### src/rtl/ctrl_pipe_pkg.sv
// Shared widths, field positions and stage-register layouts
// for the pipelined control carrier.
package pipe_ctrl_pkg;

  localparam int WB_W   = 2;
  localparam int M_W    = 3;
  localparam int EX_W   = 4;
  localparam int ALUC_W = 4;
  localparam int REG_W  = 5;

  localparam int RW_B   = 1;
  localparam int MTR_B  = 0;
  localparam int BR_B   = 2;
  localparam int MR_B   = 1;
  localparam int MW_B   = 0;
  localparam int RD_B   = 3;
  localparam int AOP_HI = 2;
  localparam int AOP_LO = 1;
  localparam int ASRC_B = 0;

  localparam logic [1:0] FWD_RF    = 2'b00;
  localparam logic [1:0] FWD_EXMEM = 2'b10;
  localparam logic [1:0] FWD_MEMWB = 2'b01;

  typedef struct packed {
    logic [WB_W-1:0]   wb;
    logic [M_W-1:0]    m;
    logic [EX_W-1:0]   ex;
    logic [ALUC_W-1:0] aluc;
    logic [REG_W-1:0]  rs;
    logic [REG_W-1:0]  rt;
    logic [REG_W-1:0]  rd;
    logic              valid;
  } idex_t;

  typedef struct packed {
    logic [WB_W-1:0]  wb;
    logic [M_W-1:0]   m;
    logic [REG_W-1:0] wreg;
    logic             valid;
  } exmem_t;

  typedef struct packed {
    logic [WB_W-1:0]  wb;
    logic [REG_W-1:0] wreg;
    logic             valid;
  } memwb_t;

endpackage

### src/rtl/ctrl_pipe_stage_reg.sv
// Generic pipeline register: async reset, hold has
// priority over the synchronous clear-to-bubble.
module ctrl_stage_reg #(
  parameter int W = 8
) (
  input  logic         clk,
  input  logic         rst,
  input  logic         hold,
  input  logic         clr,
  input  logic [W-1:0] d,
  output logic [W-1:0] q
);

  // Freeze on hold, otherwise load a bubble or the next value.
  always_ff @(posedge clk or posedge rst) begin
    if (rst)
      q <= '0;
    else if (!hold)
      q <= clr ? '0 : d;
  end

endmodule

### src/rtl/ctrl_pipe.sv
// Control-signal pipeline ID/EX -> EX/MEM -> MEM/WB with
// load-use stall, flush, hold, forwarding and stall count.
import pipe_ctrl_pkg::*;

module ctrl_pipe #(
  parameter int CNT_W = 16
) (
  input  logic             clk,
  input  logic             rst,
  input  logic [1:0]       id_wb,
  input  logic [2:0]       id_m,
  input  logic [3:0]       id_ex,
  input  logic [3:0]       id_aluctrl,
  input  logic [4:0]       id_rs,
  input  logic [4:0]       id_rt,
  input  logic [4:0]       id_rd,
  input  logic             id_valid,
  input  logic             hold_i,
  input  logic             flush_i,
  output logic [3:0]       ex_ex,
  output logic [3:0]       ex_aluctrl,
  output logic [4:0]       ex_wreg,
  output logic [2:0]       mem_m,
  output logic [4:0]       mem_wreg,
  output logic [1:0]       wb_wb,
  output logic [4:0]       wb_wreg,
  output logic             stall_o,
  output logic [1:0]       fwd_a,
  output logic [1:0]       fwd_b,
  output logic [CNT_W-1:0] stall_cnt
);

  idex_t  idex_d, idex_q;
  exmem_t exmem_d, exmem_q;
  memwb_t memwb_d, memwb_q;
  logic   lu_hit;

  // Next-state bundles for each stage register.
  always_comb begin
    idex_d       = '0;
    idex_d.wb    = id_wb;
    idex_d.m     = id_m;
    idex_d.ex    = id_ex;
    idex_d.aluc  = id_aluctrl;
    idex_d.rs    = id_rs;
    idex_d.rt    = id_rt;
    idex_d.rd    = id_rd;
    idex_d.valid = id_valid;
    exmem_d       = '0;
    exmem_d.wb    = idex_q.wb;
    exmem_d.m     = idex_q.m;
    exmem_d.wreg  = ex_wreg;
    exmem_d.valid = idex_q.valid;
    memwb_d       = '0;
    memwb_d.wb    = exmem_q.wb;
    memwb_d.wreg  = exmem_q.wreg;
    memwb_d.valid = exmem_q.valid;
  end

  ctrl_stage_reg #(.W($bits(idex_t))) u_idex (
    .clk  (clk),
    .rst  (rst),
    .hold (hold_i),
    .clr  (flush_i | stall_o),
    .d    (idex_d),
    .q    (idex_q)
  );

  ctrl_stage_reg #(.W($bits(exmem_t))) u_exmem (
    .clk  (clk),
    .rst  (rst),
    .hold (hold_i),
    .clr  (flush_i),
    .d    (exmem_d),
    .q    (exmem_q)
  );

  ctrl_stage_reg #(.W($bits(memwb_t))) u_memwb (
    .clk  (clk),
    .rst  (rst),
    .hold (hold_i),
    .clr  (1'b0),
    .d    (memwb_d),
    .q    (memwb_q)
  );

  function automatic logic [1:0] fwd_sel(
    input logic [4:0] src,
    input exmem_t     em,
    input memwb_t     mw
  );
    logic em_hit, mw_hit;
    em_hit = em.wb[RW_B] & em.valid &
             (em.wreg != '0) & (em.wreg == src);
    mw_hit = mw.wb[RW_B] & mw.valid &
             (mw.wreg != '0) & (mw.wreg == src);
    if (em_hit)
      return FWD_EXMEM;
    else if (mw_hit)
      return FWD_MEMWB;
    else
      return FWD_RF;
  endfunction

  // Load-use detection, flush masking and forwarding selects.
  always_comb begin
    lu_hit  = idex_q.m[MR_B] & idex_q.valid &
              (idex_q.rt != '0) & id_valid &
              ((idex_q.rt == id_rs) | (idex_q.rt == id_rt));
    stall_o = lu_hit & ~flush_i;
    fwd_a   = fwd_sel(idex_q.rs, exmem_q, memwb_q);
    fwd_b   = fwd_sel(idex_q.rt, exmem_q, memwb_q);
  end

  // Stage outputs delivered to each consumer.
  always_comb begin
    ex_ex      = idex_q.ex;
    ex_aluctrl = idex_q.aluc;
    ex_wreg    = idex_q.ex[RD_B] ? idex_q.rd : idex_q.rt;
    mem_m      = exmem_q.m;
    mem_wreg   = exmem_q.wreg;
    wb_wb      = memwb_q.wb;
    wb_wreg    = memwb_q.wreg;
  end

  // Count inserted bubbles, saturating at all-ones.
  always_ff @(posedge clk or posedge rst) begin
    if (rst)
      stall_cnt <= '0;
    else if (!hold_i && stall_o && (stall_cnt != '1))
      stall_cnt <= stall_cnt + CNT_W'(1);
  end

endmodule

### config.mk
export PLATFORM = sky130hd
export DESIGN_NAME = ctrl_pipe
export DESIGN_NICKNAME = d
export VERILOG_FILES = /design/src/rtl/ctrl_pipe_pkg.sv /design/src/rtl/ctrl_pipe_stage_reg.sv /design/src/rtl/ctrl_pipe.sv
export SDC_FILE = /design/constraint.sdc
export NUM_CORES = 1
export LEC_CHECK = 0
export BUFFER_PORTS_ARGS = -buffer_cell sky130_fd_sc_hd__buf_2
export CORE_UTILIZATION = 48
export DETAILED_ROUTE_END_ITERATION = 10
export PLACE_DENSITY_LB_ADDON = 0.25
export SETUP_SLACK_MARGIN = 0.4
export SLEW_MARGIN = 20
export SYNTH_ARGS = -nofsm -noshare
export SYNTH_HDL_FRONTEND = slang
export SYNTH_SLANG_ARGS = --single-unit
### constraint.sdc
create_clock -name clk -period 2.1 [get_ports clk]
set_input_delay 0.42 -clock clk [delete_from_list [all_inputs] [get_ports clk]]
set_output_delay 0.42 -clock clk [all_outputs]
set_load 0.02 [all_outputs]
# Word level (Yosys, flattened, before mapping)
# Index checks and enable logic that the tools add are counted.
dict set report word_totals {
  reg_bits 64
  input_bits 33
  output_inout_bits 49
  elab_cells 41
}
dict set report classes {
  add_sub_neg 1
  eq_ne 7
  mux 7
  n_bitwise 16
  reduce_logical 6
}
# operator count
set op_table {}
lappend op_table {{equality test 5 bit} 6}
lappend op_table {{two-way mux 29 bit} 1}
lappend op_table {{adder 16 x 1 -> 16 bit (second input constant)} 1}
lappend op_table {{!= test 16 bit (second input constant)} 1}
lappend op_table {{nonzero test 5 bit} 3}
lappend op_table {{bitwise AND 1 bit} 13}
lappend op_table {{two-way mux 11 bit} 1}
lappend op_table {{two-way mux 5 bit} 1}
lappend op_table {{two-way mux 2 bit} 2}
lappend op_table {{logical AND 1 bit} 2}
lappend op_table {{two-way mux 1 bit} 2}
lappend op_table {{OR 1 bit} 2}
lappend op_table {{zero test 1 bit} 1}
lappend op_table {{NOT 1 bit} 1}

# Longest topological paths before layout
# Gate-level depths: netlist (run 1).
dict set report depth {
  ltp_word 7
  ltp_mapped 7
  depth_no_buf 6
}

# Cells and area by module
# Synthesis (run 1) repeated with hierarchy kept, for this count alone.
dict set report unflattened {
  hier_cells 264
  area_unflattened_um2 3110.5
}
# mod n_inst cells_per_inst area_each_um2 seq_area_each_um2
set modules_own_cells {}
lappend modules_own_cells {ctrl_pipe 1 149 1363.8 400.4}
lappend modules_own_cells {{ctrl_stage_reg at u_idex} 1 67 1031.0 725.7}
lappend modules_own_cells {{ctrl_stage_reg at u_exmem} 1 27 404.1 275.3}
lappend modules_own_cells {{ctrl_stage_reg at u_memwb} 1 21 311.5 200.2}

# Worst setup path after synthesis (run 1)
# No wires, ideal clock.
dict set report synth_timing {
  kind {register -> output}
  from {register u_exmem.q[2]}
  to {output fwd_a[0]}
  arrival_ps 2046
  setup_slack_ps -366
  stages_incl_launch_ff 5
  n_path_buf 0
  path_cell_list {dfrtp_1 -> or4_1 -> o211ai_1 -> nor4_1 -> nor4_1}
}
dict set report synth_via {
  elab_chain_cells 4
  elab_cells_between_ends 5
  cone_classes {1 x eq/ne; 1 x mux; 2 x bitwise; 1 x reduce/logical}
}
# item line
set synth_lines {}
lappend synth_lines {{from (decl)} ctrl_pipe_stage_reg.sv:11} ;# output logic [W-1:0] q
lappend synth_lines {{from (signal assigned)} ctrl_pipe_stage_reg.sv:19} ;# q <= clr ? '0 : d;
lappend synth_lines {{nonzero test 5 bit} ctrl_pipe.sv:94} ;# (em.wreg != '0) & (em.wreg == src);
lappend synth_lines {{bitwise AND 1 bit} ctrl_pipe.sv:93} ;# em_hit = em.wb[RW_B] & em.valid &
lappend synth_lines {{bitwise AND 1 bit *} ctrl_pipe.sv:94}
lappend synth_lines {{two-way mux 2 bit *} ctrl_pipe.sv:97} ;# if (em_hit)
lappend synth_lines {{to (decl)} ctrl_pipe.sv:28} ;# output logic [1:0] fwd_a,
# Every way passes the cells marked *; elsewhere a longest branch is shown, timed or not.

# Worst setup path after layout (run 1)
dict set report layout_timing {
  from {register u_memwb.q[2]}
  to {output fwd_a[0]}
}
dict set report layout_via {
  elab_chain_cells 5
  elab_cells_between_ends 6
  cone_classes {1 x eq/ne; 2 x mux; 2 x bitwise; 1 x reduce/logical}
}
# item line
set layout_lines {}
lappend layout_lines {{from (decl)} ctrl_pipe_stage_reg.sv:11}
lappend layout_lines {{from (signal assigned)} ctrl_pipe_stage_reg.sv:19}
lappend layout_lines {{nonzero test 5 bit} ctrl_pipe.sv:96} ;# (mw.wreg != '0) & (mw.wreg == src);
lappend layout_lines {{bitwise AND 1 bit} ctrl_pipe.sv:95} ;# mw_hit = mw.wb[RW_B] & mw.valid &
lappend layout_lines {{bitwise AND 1 bit *} ctrl_pipe.sv:96}
lappend layout_lines {{two-way mux 1 bit *} ctrl_pipe.sv:99} ;# else if (mw_hit)
lappend layout_lines {{two-way mux 2 bit *} ctrl_pipe.sv:97}
# Marked as above.

==> results of run 1 <==
==> power groups by stage <==
stage / combinational (W) / sequential [W] / clock (W)
finish: 0.000609 / 0.00138 / 0.00102
global route: 0.000652 / 0.00138 / 0.00111
CTS: 0.000553 / 0.00138 / 0.00104
detailed placement: 0.000478 / 0.00140 / 0
global placement: 0.000473 / 0.00139 / 0
floorplan: 0.000375 / 0.00138 / 0
==> metrics by stage <==
step | setup TNS [ns] | power (W) | area, µm² | cells
final | -2.12 | 0.00301 | 4440 | 452
after global routing | -3.91 | 0.00314 | 4440 | 452
after CTS | -1.02 | 0.00297 | 4200 | 441
after detailed placement | -0.00577 | 0.00188 | 3720 | 412
after global placement | 0 | 0.00187 | 3720 | 412
after floorplan | 0 | 0.00175 | 3330 | 277
==> registers in the layout, summed over array words and instances (netlist names) <==
name	flops
stall_cnt	16
u_memwb.q	8
u_exmem.q	11
u_idex.q	29
==> cell type report <==
type                       count  share of cell area (%)
timing repair buffer         125                    20.9
sequential                    64                    36.2
clock buffer                  10                    2.87
inverter                       3                   0.338
clock inverter                 6                    1.35
tap                           77                    2.17
multi-input combinational    167                    36.1
==> worst max path at each step <==
stage | endpoint | cells after the start
after floorplan | fwd_a[0] | 4
after global placement | fwd_b[0] | 5
after detailed placement | fwd_a[0] | 5
after CTS | fwd_a[0] | 5
after global routing | fwd_a[0] | 5
final | fwd_a[0] | 5
==> cell usage after synthesis, types with 2 or more instances <==
cell type	instances	area (µm²)
sky130_fd_sc_hd__dfrtp_1	64	1600
sky130_fd_sc_hd__mux2_2	13	146
sky130_fd_sc_hd__nand2b_1	2	12.5
sky130_fd_sc_hd__xor2_1	14	123
sky130_fd_sc_hd__a32o_1	29	290
sky130_fd_sc_hd__nor3_1	4	20.0
sky130_fd_sc_hd__a22o_1	9	78.8
sky130_fd_sc_hd__nand4_1	9	56.3
sky130_fd_sc_hd__inv_1	3	11.3
sky130_fd_sc_hd__nor4_1	5	31.3
sky130_fd_sc_hd__o21ai_0	2	10.0
sky130_fd_sc_hd__or4_1	4	30.0
sky130_fd_sc_hd__buf_2	8	40.0
sky130_fd_sc_hd__nand2_1	9	33.8
sky130_fd_sc_hd__xnor2_1	31	272
sky130_fd_sc_hd__buf_4	24	180
sky130_fd_sc_hd__clkbuf_1	10	37.5
sky130_fd_sc_hd__o211ai_1	2	15.0
sky130_fd_sc_hd__nand3_1	13	65.1
sky130_fd_sc_hd__nor2_1	4	15.0
sky130_fd_sc_hd__and3_1	7	43.8
==> critical path: stages (launching register included) <==
cell	delay, ns
sky130_fd_sc_hd__dfrtp_1	0.39
sky130_fd_sc_hd__or4_1	0.13
sky130_fd_sc_hd__o211ai_1	0.10
sky130_fd_sc_hd__or4_4	0.56
sky130_fd_sc_hd__nor4_4	0.27
sky130_fd_sc_hd__buf_4	0.18
==> layer usage <==
layer  routed length (µm)  global-route usage (%)  vias to the layer above
met5                   10                       0                        -
met3                  450                    7.28                       16
met2                 4000                    37.2                       77
met4                  144                    6.27                        2
li1                     -                       -                     1185
met1                 3580                    30.3                     1271
==> cells by family after synthesis <==
kind of cell    synth area share, %
fa+ha+maj                     0.386
mux                            4.86
xor+xnor                       12.1
buf+inv                        8.64
simple gates                   11.0
compound gates                 13.6
flops                          49.4
==> timing repair <==
| item | CTS | global route |
|---|---|---|
| hold endpoints to repair | 0 | 0 |
| setup buffers | 12 | 11 |
| gates cloned | 1 | 0 |
| pin swaps | 7 | 8 |
| gates resized for setup | 40 | 34 |
| endpoints found under the setup margin | 55 | 55 |
==> impl_results.md, run 1 <==
* Total track usage at 23.1%
* Area of the core region at 6420 µm²
* Part of the total power dissipated in combinational logic at 20.3%
* Initial antenna violation count at 1
* Post-route minimum period at 2.39 ns
* Congestion Overflow GR at 0
* Power density over the cells at 677 nW/µm²
* RR Startpoint: u_idex.q[8]
* Port buffer count at 81
* Count of vias placed by the detailed router at 2551
* Endpoint arrival time on the critical path at 1.97 ns
* Worst r2r path cells at 14
* VDD IR-drop max at 508 µV
* Switching share of total power at 28.4%
* Internal Power at 0.00215 W
* Worst Path Class, Setup: register to output port
* Final net count at 404
* TritonCTS clock tree: built
* Worst setup timing slack at the placement stage at -0.00549 ns
* R2R setup slack at -0.12 ns
* Classification of the worst-slack hold path: input port to async pin
* Net switching component of the power at 0.000853 W
* Least setup slack across all paths after layout at -0.288 ns
* Relative area change from synthesis to final layout at 36.9%
* Crit Path Max Fanout at 4
* Root buffer cell: sky130_fd_sc_hd__clkbuf_8
* Final-layout fill cell count at 476
* Yosys reg bits at 64
* Share of flip-flops with an asynchronous set or reset at 100%
* Clock skew at 0.00436 ns
* Placed wire-length estimate after detailed placement at 5.08 mm
* Mapped Avg Cell Area at 11.7 µm²
* Vias per std cell at 5.64
* Gpl congestion at 0.819
* Top-Level Pins at 82
* Global-route wire length before repair at 12.6 mm
* Net count of the mapped netlist at 311
* Number of warnings printed during yosys synthesis at 0
* Post-synthesis instance total at 277
* Final setup fails at 20
* Pin count of the biggest net entering global routing at 51
* Leading cell types in the layout, fill and taps excluded: sky130_fd_sc_hd__buf_2 (71), sky130_fd_sc_hd__dfrtp_1 (58), sky130_fd_sc_hd__a32o_1 (29), sky130_fd_sc_hd__xnor2_1 (26), sky130_fd_sc_hd__buf_4 (26)
* Smallest hold slack at 0.118 ns
* Violation count after the first detailed-route iteration at 152
* Most common cell after layout, fill and taps aside: sky130_fd_sc_hd__buf_2
* Proportion of power drawn by flip-flops and latches at 45.8%
* Post-route ant nets at 0
* Starting density of the core at 50.5%
* Die Y at 84.2 µm
* Launching instance or port of the critical path: u_memwb.q[2]
* Final wirelength at 8.19 mm
* Number of optimization iterations in the first detailed-route pass at 7
* Pins Over Slew Limit at 0
* Period Utilization, post-route at 114%
* Vias in the first global route at 2547
* Leakage at 2.17 nW
* Required time of the critical path at 1.68 ns
* Sequential cell area fraction in the yosys report at 49.4%
* Failing checks: design-rule violations, negative setup slack
* Max-Cap Viols at 0
* Sequential standard cell area at 1610 µm²
* Slew margin rel. at 48.8%
* Average routed wire per standard cell at 18.1 µm
* Count of clock tree sinks at 64
* Post-layout util at 69.1%
* Final hold violation count at 0
* Clock transition at path regs at 0.07 ns
* Number of antenna diodes at 0
* Least-Margin Pin Slew at 0.762 ns
* RSZ-0062 raised after global routing: true
* Remaining design rule violation count at 12
* Peak Freq at 0.419 GHz
* Number of hold buffers added after cts at 0
* H-tree level count at 3
* Number of synthesized flops with an enable pin at 0
* Type of element launching the critical path: register
* Area of the mapped netlist at 3240 µm²
* Overall die width at 84.2 µm
* Source-to-sink clock delay at the later pin of the worst-skew pair at 0.34 ns
* Number of buffers created by CTS at 9
* Footprint of the multi-input gates at 1600 µm²
* Cell Rows at 29
* Crit path capture type: output port
* Status: finished with violations
* Buffer levels on the longest clock path at 2
* Clock share of power at 34.0%
* Leading register cell type out of synthesis: sky130_fd_sc_hd__dfrtp_1
* Share of post-route cells with drive strength above 1 at 50.9%
* Endpoint of the worst register-to-register path: stall_cnt[10]
* Yosys cell types at 32
* DIE AREA at 7090 µm²
No activity file was read; power rests on OpenSTA's default activity.
==> run 2, diff against run 1 <==
--- a/config.mk
+++ b/config.mk
@@ -10,6 +10,7 @@
 export DETAILED_ROUTE_END_ITERATION = 10
 export PLACE_DENSITY_LB_ADDON = 0.25
 export SETUP_SLACK_MARGIN = 0.4
+export SKIP_LAST_GASP = 1
 export SLEW_MARGIN = 20
 export SYNTH_ARGS = -nofsm -noshare
 export SYNTH_HDL_FRONTEND = slang
==> run 2 against run 1 <==
Net effect: global-route usage fell by 0.21 points; the flow still finishes with violations (design-rule violations, negative setup slack); clock skew barely moved; fmax rose by 0.18%; worst hold slack got worse by 0.0016 ns; critical endpoint is now fwd_b[0]; first-iteration DRC count rose by 20%; via count fell by 0.74%; critical path type unchanged; worst setup slack improved by 0.0043 ns; largest power group unchanged; non-clock buffer count did not move; sequential share of layout area rose by 0.39 points; count of clock-buffer cells in the layout did not move; sequential power barely moved.
==> impl_results.md, run 2 (same netlist as run 1, synthesis figures left out) <==
* Status: finished with violations
* Failing checks: design-rule violations, negative setup slack
* Classification of the worst-slack hold path: input port to async pin
* Largest registers: u_idex.q x29, stall_cnt x16, u_exmem.q x11
* Source-to-sink clock delay at the later pin of the worst-skew pair at 0.34 ns (about the same)
* Clock skew at 0.00443 ns (+0.0000710 ns)
* Final wirelength at 7.94 mm (-3.0%)
* Count of vias placed by the detailed router at 2532 (-0.74%)
* Tot Pwr at 0.00299 W (-0.43%)
* Count of clock tree sinks at 64 (unchanged)
* DIE AREA at 7090 µm² (unchanged)
* Peak Freq at 0.419 GHz (+0.18%)
* Type of element launching the critical path: register
* DP Area at 3720 µm² (unchanged)
* RSZ-0062 raised after global routing: true
* Remaining design rule violation count at 13 (+1)
* Vias per std cell at 5.60 (-0.74%)
* Largest register FFs at 29 (unchanged)
* Power density over the cells at 681 nW/µm² (+0.65%)
* Vias in the first global route at 2527 (-0.79%)
* Overall die width at 84.2 µm (unchanged)
* Crit Path Max Fanout at 3 (-1)
* Layout Cell Area excl Fill at 4390 µm² (-1.1%)
* Worst-path cell chain: buf_4 > xor2_1 > or4_4 > nor4_4 > buf_4
* Share of post-route cells with drive strength above 1 at 50.1% (-0.80 points)
* Post-route minimum period at 2.38 ns (-0.00433 ns)
* Least-Margin Pin Slew at 0.692 ns (-0.0701 ns)
* RR Startpoint: u_idex.q[8]
* Clock transition at path regs at 0.07 ns (about the same)
* Starting density of the core at 50.5% (unchanged)
* H-tree level count at 3 (unchanged)
* Largest register by flop count: u_idex.q
* Relative area change from synthesis to final layout at 35.4%
* Post-layout util at 68.4% (-0.74 points)
* Gpl congestion at 0.819 (unchanged)
* Post-route ant nets at 0 (unchanged)
* Period Utilization, post-route at 114% (-0.21 points)
* Initial antenna violation count at 1 (unchanged)
* Number of antenna diodes at 0 (unchanged)
* Least setup slack across all paths after layout at -0.284 ns (+0.00433 ns)
* Final setup fails at 20 (unchanged)
* Pins Over Slew Limit at 0 (unchanged)
* Average routed wire per standard cell at 17.6 µm (-3.0%)
* Number of optimization iterations in the first detailed-route pass at 7 (unchanged)
* Die Y at 84.2 µm (unchanged)
* VDD IR-drop max at 508 µV (about the same)
* Port buffer count at 81 (unchanged)
* Cell Rows at 29 (unchanged)
* Endpoint arrival time on the critical path at 1.96 ns (about the same)
* Worst stage delay on the critical path at 0.54 ns (-0.02 ns)
* Root buffer cell: sky130_fd_sc_hd__clkbuf_8
* Congestion Overflow GR at 0 (unchanged)
* TritonCTS clock tree: built
* Leakage at 2.16 nW (-0.68%)
* Number of buffers created by CTS at 9 (unchanged)
* Slew margin rel. at 53.5% (+4.7 points)
* Most Frequent Cell on Critical Path: sky130_fd_sc_hd__buf_4
* Required time of the critical path at 1.68 ns (about the same)
* Buffer levels on the longest clock path at 2 (unchanged)
* Global-route wire length before repair at 12.4 mm (-0.99%)
* Violation count after the first detailed-route iteration at 182 (+20%)
* Area of the core region at 6420 µm² (unchanged)
* Max-Cap Viols at 0 (unchanged)
* Pin count of the biggest net entering global routing at 51 (unchanged)
* Final hold violation count at 0 (unchanged)
* Launching instance or port of the critical path: u_memwb.q[3]
* Crit path capture type: output port
* Leading cell types in the layout, fill and taps excluded: sky130_fd_sc_hd__buf_2 (74), sky130_fd_sc_hd__dfrtp_1 (58), sky130_fd_sc_hd__a32o_1 (29), sky130_fd_sc_hd__buf_4 (27), sky130_fd_sc_hd__xnor2_1 (26)
* Worst setup timing slack at the placement stage at -0.00549 ns (unchanged)
* Placed wire-length estimate after detailed placement at 5.08 mm (unchanged)
* Total track usage at 22.8% (-0.21 points)
* Final net count at 404 (unchanged)
* Cell with the largest stage delay on the worst path: sky130_fd_sc_hd__or4_4
* Top-Level Pins at 82 (unchanged)
* Worst Path Class, Setup: register to output port
* Most common cell after layout, fill and taps aside: sky130_fd_sc_hd__buf_2
* Sum Neg Setup Slack at -2.30 ns (-0.177 ns)
[run 2: cell counts in the layout (fill, tap and decap cells not counted)]
Identical to the previous run, type by type.
[run 2: report_power, final]
group | total (W) | internal, W | leakage (nW) | switching [W]
sequential | 0.00137 | 0.00131 | 0.850 | 0.0000685
combinational | 0.000592 | 0.000293 | 1.22 | 0.000299
clock | 0.00103 | 0.000542 | 0.0920 | 0.000485
total | 0.00299 | 0.00214 | 2.16 | 0.000852
[run 2: worst max-delay path, delay by kind of cell (launching register included)]
family | cells | cell delay (ns)
buf+inv | 2 | 0.31
simple gates | 2 | 0.80
flops | 1 | 0.37
xor+xnor | 1 | 0.13
[run 2: worst paths after layout]
kind	slack, ns	to	depth (start not counted)
min reg2reg	0.49	u_idex.q[5]	1
max	-0.28	fwd_b[0]	5
max reg2reg	-0.13	stall_cnt[10]	14
max in group asynchronous	1.41	u_memwb.q[5]	3
min	0.12	u_idex.q[19]	2
min in group clk	0.32	u_idex.q[22]	2
[run 2: final cells by class]
cell class,instances,area [µm²]
Timing Repair Buffer,125,907
Inverter,3,15.0
Multi-Input combinational cell,167,1580
Tap cell,77,96.3
Fill cell,480,2030
Clock inverter,6,60.1
Clock buffer,10,128
Sequential cell,64,1610
[run 2: metrics by stage]
step | hold WS [ns] | std cells
after global placement | 0.466 | 412
after CTS | 0.126 | 441
after global routing | 0.140 | 452
after floorplan | 0.449 | 277
after detailed placement | 0.474 | 412
final | 0.116 | 452
[run 2: timing repair]
action / in CTS / in global routing
setup buffers: 12 / 11
resized for setup: 32 / 29
hold buffers: 0 / 0
gates cloned: 1 / 0
setup endpoints to repair: 55 / 55
pin swaps: 7 / 8
[run 2: per-layer routing]
layer | vias up | wire [µm] | track usage (%)
li1 | 1183 | - | -
met1 | 1254 | 3510 | 30.1
met2 | 81 | 3850 | 36.6
met3 | 12 | 471 | 7.28
met4 | 2 | 93 | 6.27
met5 | - | 10 | 0
